File: src/rtl/pulse_stretcher.sv
// Stretches single-cycle events into clean pulses of HOLD clocks high followed by
// at least GAP clocks low. Events that arrive while a pulse is in flight are queued.
module pulse_stretcher #(
  parameter int unsigned HOLD = 16,
  parameter int unsigned GAP  = 16,
  parameter int unsigned CW   = 16,
  parameter int unsigned QW   = 4
) (
  input  logic          C,
  input  logic          R,
  input  logic          I,
  input  logic          CLR,
  output logic          O,
  output logic          B,
  output logic [QW-1:0] PEND,
  output logic          OVF
);

  typedef enum logic [1:0] {
    IDLE = 2'd0,
    HIGH = 2'd1,
    LOW  = 2'd2
  } state_t;

  localparam logic [CW-1:0] HOLD_M1  = CW'(HOLD - 1);
  localparam logic [CW-1:0] GAP_M1   = CW'(GAP - 1);
  localparam logic [QW-1:0] PEND_MAX = '1;

  state_t        state_q, state_d;
  logic [CW-1:0] cnt_q, cnt_d;
  logic          o_q, o_d;
  logic [QW-1:0] pend_q, pend_d;
  logic          ovf_q, ovf_d;

  logic start_from_i;
  logic start_from_q;
  logic inc;
  logic dec;
  logic ovf_evt;

  always_ff @(posedge C or posedge R) begin
    if (R) begin
      state_q <= IDLE;
      cnt_q   <= '0;
      o_q     <= 1'b0;
      pend_q  <= '0;
      ovf_q   <= 1'b0;
    end else begin
      state_q <= state_d;
      cnt_q   <= cnt_d;
      o_q     <= o_d;
      pend_q  <= pend_d;
      ovf_q   <= ovf_d;
    end
  end

  always_comb begin
    state_d      = state_q;
    cnt_d        = cnt_q;
    o_d          = o_q;
    start_from_i = 1'b0;
    start_from_q = 1'b0;
    case (state_q)
      IDLE: begin
        o_d = 1'b0;
        if (I) begin
          state_d      = HIGH;
          cnt_d        = HOLD_M1;
          o_d          = 1'b1;
          start_from_i = 1'b1;
        end
      end
      HIGH: begin
        if (cnt_q != '0) begin
          cnt_d = cnt_q - CW'(1);
        end else begin
          state_d = LOW;
          cnt_d   = GAP_M1;
          o_d     = 1'b0;
        end
      end
      LOW: begin
        if (cnt_q != '0) begin
          cnt_d = cnt_q - CW'(1);
        end else if (pend_q != '0 || I) begin
          // A queued event takes priority; a coincident I is then queued behind it.
          state_d      = HIGH;
          cnt_d        = HOLD_M1;
          o_d          = 1'b1;
          start_from_q = (pend_q != '0);
          start_from_i = (pend_q == '0);
        end else begin
          state_d = IDLE;
          o_d     = 1'b0;
        end
      end
      default: begin
        state_d = IDLE;
        cnt_d   = '0;
        o_d     = 1'b0;
      end
    endcase
  end

  always_comb begin
    inc     = I & ~start_from_i;
    dec     = start_from_q;
    pend_d  = pend_q;
    ovf_evt = 1'b0;
    case ({inc, dec})
      2'b10: begin
        if (pend_q == PEND_MAX) ovf_evt = 1'b1;
        else                    pend_d  = pend_q + QW'(1);
      end
      2'b01:   pend_d = pend_q - QW'(1);
      default: pend_d = pend_q;
    endcase
    ovf_d = ovf_evt | (ovf_q & ~CLR);
  end

  assign O    = o_q;
  assign B    = (state_q != IDLE);
  assign PEND = pend_q;
  assign OVF  = ovf_q;

endmodule

File: config.mk
export PLATFORM = sky130hd
export DESIGN_NAME = pulse_stretcher
export DESIGN_NICKNAME = d
export VERILOG_FILES = /design/src/rtl/pulse_stretcher.sv
export SDC_FILE = /design/constraint.sdc
export NUM_CORES = 1
export LEC_CHECK = 0
export CAP_MARGIN = 5
export CORE_UTILIZATION = 61
export CTS_BUF_LIST = sky130_fd_sc_hd__clkbuf_4 sky130_fd_sc_hd__clkbuf_8
export DETAILED_ROUTE_END_ITERATION = 16
export GPL_ROUTABILITY_DRIVEN = 0
export PLACE_DENSITY = 0.81
export SETUP_SLACK_MARGIN = 0.1
export SLEW_MARGIN = 20
export SYNTH_ARGS = -nofsm -noshare
export SYNTH_HDL_FRONTEND = slang
export SYNTH_SLANG_ARGS = --single-unit
File: constraint.sdc
create_clock -name C -period 3.15 [get_ports C]
set_clock_uncertainty 0.15 [all_clocks]
set_input_delay 0.315 -clock C [delete_from_list [all_inputs] [get_ports C]]
set_output_delay 0.315 -clock C [all_outputs]
set_load 0.02 [all_outputs]
==> impl_table.tex <==
\begin{tabular}{lr}
\hline
Metric & Value \\
\hline
\multicolumn{2}{l}{\textbf{Run status}} \\
Status & complete, no violations \\
\multicolumn{2}{l}{\textbf{GRT}} \\
Number of antenna violations at the first check in global routing & 0 \\
Tot GR Track Use & 27.7\% \\
First-pass GRT wire length & 5760 µm \\
Total congestion overflow after global routing & 0 \\
Maximum number of pins on one net before global-route repair & 25 \\
Vias in the first global route & 1288 \\
\multicolumn{2}{l}{\textbf{Clock tree}} \\
Root cell of the clock tree & sky130\_fd\_sc\_hd\_\_clkbuf\_4 \\
Count of cells resized by post-cts repair & 0 \\
Post-CTS setup buffers & 0 \\
Number of hold buffers added after CTS & 0 \\
Total number of clock tree sinks & 24 \\
TritonCTS clock tree & built \\
CTS clock-pin slew for the worst setup and hold paths & 0.14 ns \\
Maximum count of clock buffers along a single path & 2 \\
Clock buffers created by TritonCTS & 3 \\
Clock latency reported for the late side of the worst-skew pair & 0.32 ns \\
Level count of the clock H-tree & 1 \\
\multicolumn{2}{l}{\textbf{Die}} \\
Horiz. Die Dim & 54.1 µm \\
CORE AREA & 0.00252 mm² \\
Die outline height & 54.1 µm \\
Die area & 0.00293 mm² \\
Effective utilization at floorplan & 65.7\% \\
Core Rows & 18 \\
Io pins & 11 \\
\multicolumn{2}{l}{\textbf{Setup path}} \\
Data arrival at the endpoint of the critical path & 2.91 ns \\
Critical path's slowest cell & sky130\_fd\_sc\_hd\_\_dfrtp\_1 \\
Required arrival time at the worst endpoint & 3.26 ns \\
Nature of the critical path endpoint & flip-flop \\
Launching element type of the critical path & flip-flop \\
Critical Path, Cell by Cell & inv\_1 -> ha\_1 -> or2b\_1 -> and3\_1 -> nand3\_2 -> inv\_1 -> ha\_1 -> a21o\_1 -> a21oi\_1 -> mux2i\_1 -> xor2\_1 \\
Largest fanout on the critical path & 9 \\
Maximum cell stage delay along the critical path & 0.45 ns \\
Worst Setup Path Type & flip-flop to flip-flop \\
\multicolumn{2}{l}{\textbf{Yosys}} \\
Multiplexer share of the synthesized area & 4.75\% \\
Synth Area in Simple Gates & 23.8\% \\
Yosys top cell by area & sky130\_fd\_sc\_hd\_\_dfrtp\_1 \\
Combinational family with the most area after synthesis & simple AND/OR/NAND/NOR gates \\
Ranking of synthesized cells by area & sky130\_fd\_sc\_hd\_\_dfrtp\_1 (36\%), sky130\_fd\_sc\_hd\_\_ha\_1 (6.8\%), sky130\_fd\_sc\_hd\_\_nand2\_1 (3.4\%) \\
Number of nets in the synthesized netlist & 192 \\
XOR/XNOR share of the synthesized area & 2.11\% \\
Number of enable flip-flop cells after synthesis & 0 \\
Synth Area in Compound Gates & 19.5\% \\
Average cell area after synthesis & 9.31 µm² \\
FF+latch count, synth & 24 \\
Distinct cell type count of the synthesized netlist & 56 \\
Synthesized-area fraction occupied by adder cells & 8.00\% \\
Share of the synthesized area in the top cell type & 36.2\% \\
Sequential fraction of the synthesis area & 36.2\% \\
Synthesized area & 0.00166 mm² \\
Synthesized netlist cell count & 178 \\
Post-synth top flop & sky130\_fd\_sc\_hd\_\_dfrtp\_1 \\
Synth async-reset ratio & 100\% \\
Synthesis warning total & 0 \\
\multicolumn{2}{l}{\textbf{Detailed routing}} \\
Initial drt markers & 59 \\
Drt via density & 6.49 \\
Total number of vias & 1415 \\
Routed WL & 3660 µm \\
DRC & 0 \\
Antenna Violating Nets Remaining & 0 \\
First-pass detailed-route iteration total & 5 \\
Routed wire per std cell & 16.8 µm \\
\multicolumn{2}{l}{\textbf{Pwr}} \\
Leakage & 0.768 nW \\
Max rail drop VDD & 0.629 mV \\
Pwr per Cell Area & 560 mW/mm² \\
\multicolumn{2}{l}{\textbf{Place}} \\
Count of buffers from port buffering & 10 \\
Half-perimeter wire length after detailed placement & 2680 µm \\
\multicolumn{2}{l}{\textbf{Final layout}} \\
Growth of design area from synthesis to finish & 8.53\% \\
Count of nets after finishing & 203 \\
Highest-count cells in the layout ignoring fill and taps & sky130\_fd\_sc\_hd\_\_dfrtp\_1 (24), sky130\_fd\_sc\_hd\_\_nand2\_1 (15), sky130\_fd\_sc\_hd\_\_inv\_1 (14) \\
Post-layout utilization of the core & 71.3\% \\
Area of the multi-input gates & 965 µm² \\
N\_diodes & 0 \\
Filler cells & 189 \\
Ratio of cells with drive above 1 in the final layout & 12.2\% \\
Most common cell after layout, fill and taps aside & sky130\_fd\_sc\_hd\_\_dfrtp\_1 \\
Area of all sequential standard cells & 601 µm² \\
\multicolumn{2}{l}{\textbf{Timing}} \\
Unrepaired setup endpoints after global routing & false \\
Setup violators final & 0 \\
Relative slew margins & 38.0\% \\
Final Hold Viols & 0 \\
Actual slew at the worst max-slew pin & 0.929 ns \\
Final Critical Period & 2.80 ns \\
F\_max & 358 MHz \\
Final clock period utilization by the worst path & 88.8\% \\
Fin. max-slew vios & 0 \\
Setup TNS & 0 ns \\
\multicolumn{2}{l}{\textbf{Flow run}} \\
Max-capacitance violation count & 0 \\
\multicolumn{2}{l}{\textbf{Hold path}} \\
Path category of the worst min-delay check & input pin to asynchronous set/reset pin \\
\hline
\end{tabular}
through the flow:
step	hold slack [ns]	area (µm²)	power (mW)	cells	setup WS, ns
final	0.329	1800	1.01	218	0.353
after global routing	0.366	1800	1.07	218	0.168
after CTS	0.352	1800	1.01	218	0.361
after detailed placement	0.334	1760	0.841	214	0.291
after global placement	0.319	1760	0.826	214	0.448
after floorplan	0.180	1660	0.714	178	0.604
report_power, final:
part           internal [mW]  total [mW]  leakage (nW)  switching [mW]
registers              0.384       0.495         0.282           0.111
clock network         0.0706       0.168        0.0210          0.0970
logic                  0.174       0.344         0.464           0.170
cell usage after synthesis (3+ instances only):
master / n
sky130_fd_sc_hd__a21oi_1: 9
sky130_fd_sc_hd__o311ai_0: 4
sky130_fd_sc_hd__nand3_1: 11
sky130_fd_sc_hd__nor2b_1: 3
sky130_fd_sc_hd__o21ai_0: 7
sky130_fd_sc_hd__nand4_1: 3
sky130_fd_sc_hd__mux2_2: 3
sky130_fd_sc_hd__nor3_1: 4
sky130_fd_sc_hd__dfrtp_1: 24
sky130_fd_sc_hd__o22ai_1: 3
sky130_fd_sc_hd__o21ai_1: 3
sky130_fd_sc_hd__mux2i_1: 3
sky130_fd_sc_hd__nand2_1: 15
sky130_fd_sc_hd__ha_1: 9
sky130_fd_sc_hd__a21o_1: 4
sky130_fd_sc_hd__nor2_1: 11
sky130_fd_sc_hd__inv_1: 14
routing by layer:
layer | part of all wire (%) | global-route usage [%] | vias up
li1 | - | - | 676
met1 | 43 | 36.6 | 679
met2 | 51 | 47.6 | 54
met3 | 4.9 | 2.82 | 6
met4 | 0.85 | 7.26 | 0
met5 | 0 | 0 | -
state kept, by name, summed over array words and instances, names as in the netlist:
register  flops
state_q       2
OVF           1
cnt_q        16
O             1
PEND          4
area by class of cell:
type / count / share of cell area, %
clock buffer: 4 / 2.02
sequential: 24 / 33.4
inverter: 14 / 2.92
multi-input combinational: 135 / 53.6
timing repair buffer: 11 / 5.98
tap: 30 / 2.09
final timing paths:
kind	start	end	slack, ns	cells past startpoint
hold reg to reg	cnt_q[15]$_DFFE_PP0P_	cnt_q[15]$_DFFE_PP0P_	0.36	1
min in group C	cnt_q[15]$_DFFE_PP0P_	cnt_q[15]$_DFFE_PP0P_	0.36	1
setup / recovery	state_q[0]$_DFFE_PP0P_	PEND[3]$_DFFE_PP0P_	0.35	11
hold / removal	R	PEND[3]$_DFFE_PP0P_	0.33	2
max in group asynchronous	R	cnt_q[12]$_DFFE_PP0P_	1.95	2
setup reg to reg	state_q[0]$_DFFE_PP0P_	PEND[3]$_DFFE_PP0P_	0.35	11
cell families (layout without fill, tap and decap cells):
kind of cell	after synthesis	in the layout
DFF	24	24
buffers and inverters	19	29
xor gates and xnor gates	4	4
AOI/OAI and AO/OA	46	46
and+or+nand+nor	68	68
muxes	7	7
adders and majority gates	10	10
critical path, delay by kind of cell (launching register included):
family,cells,cell delay [ns]
adders and majority gates,2,0.58
and+or+nand+nor,3,0.57
DFF,1,0.45
AOI/OAI and AO/OA,2,0.40
muxes,1,0.26
buffers and inverters,2,0.16
xor gates and xnor gates,1,0.16
No activity file was read; power rests on OpenSTA's default activity.
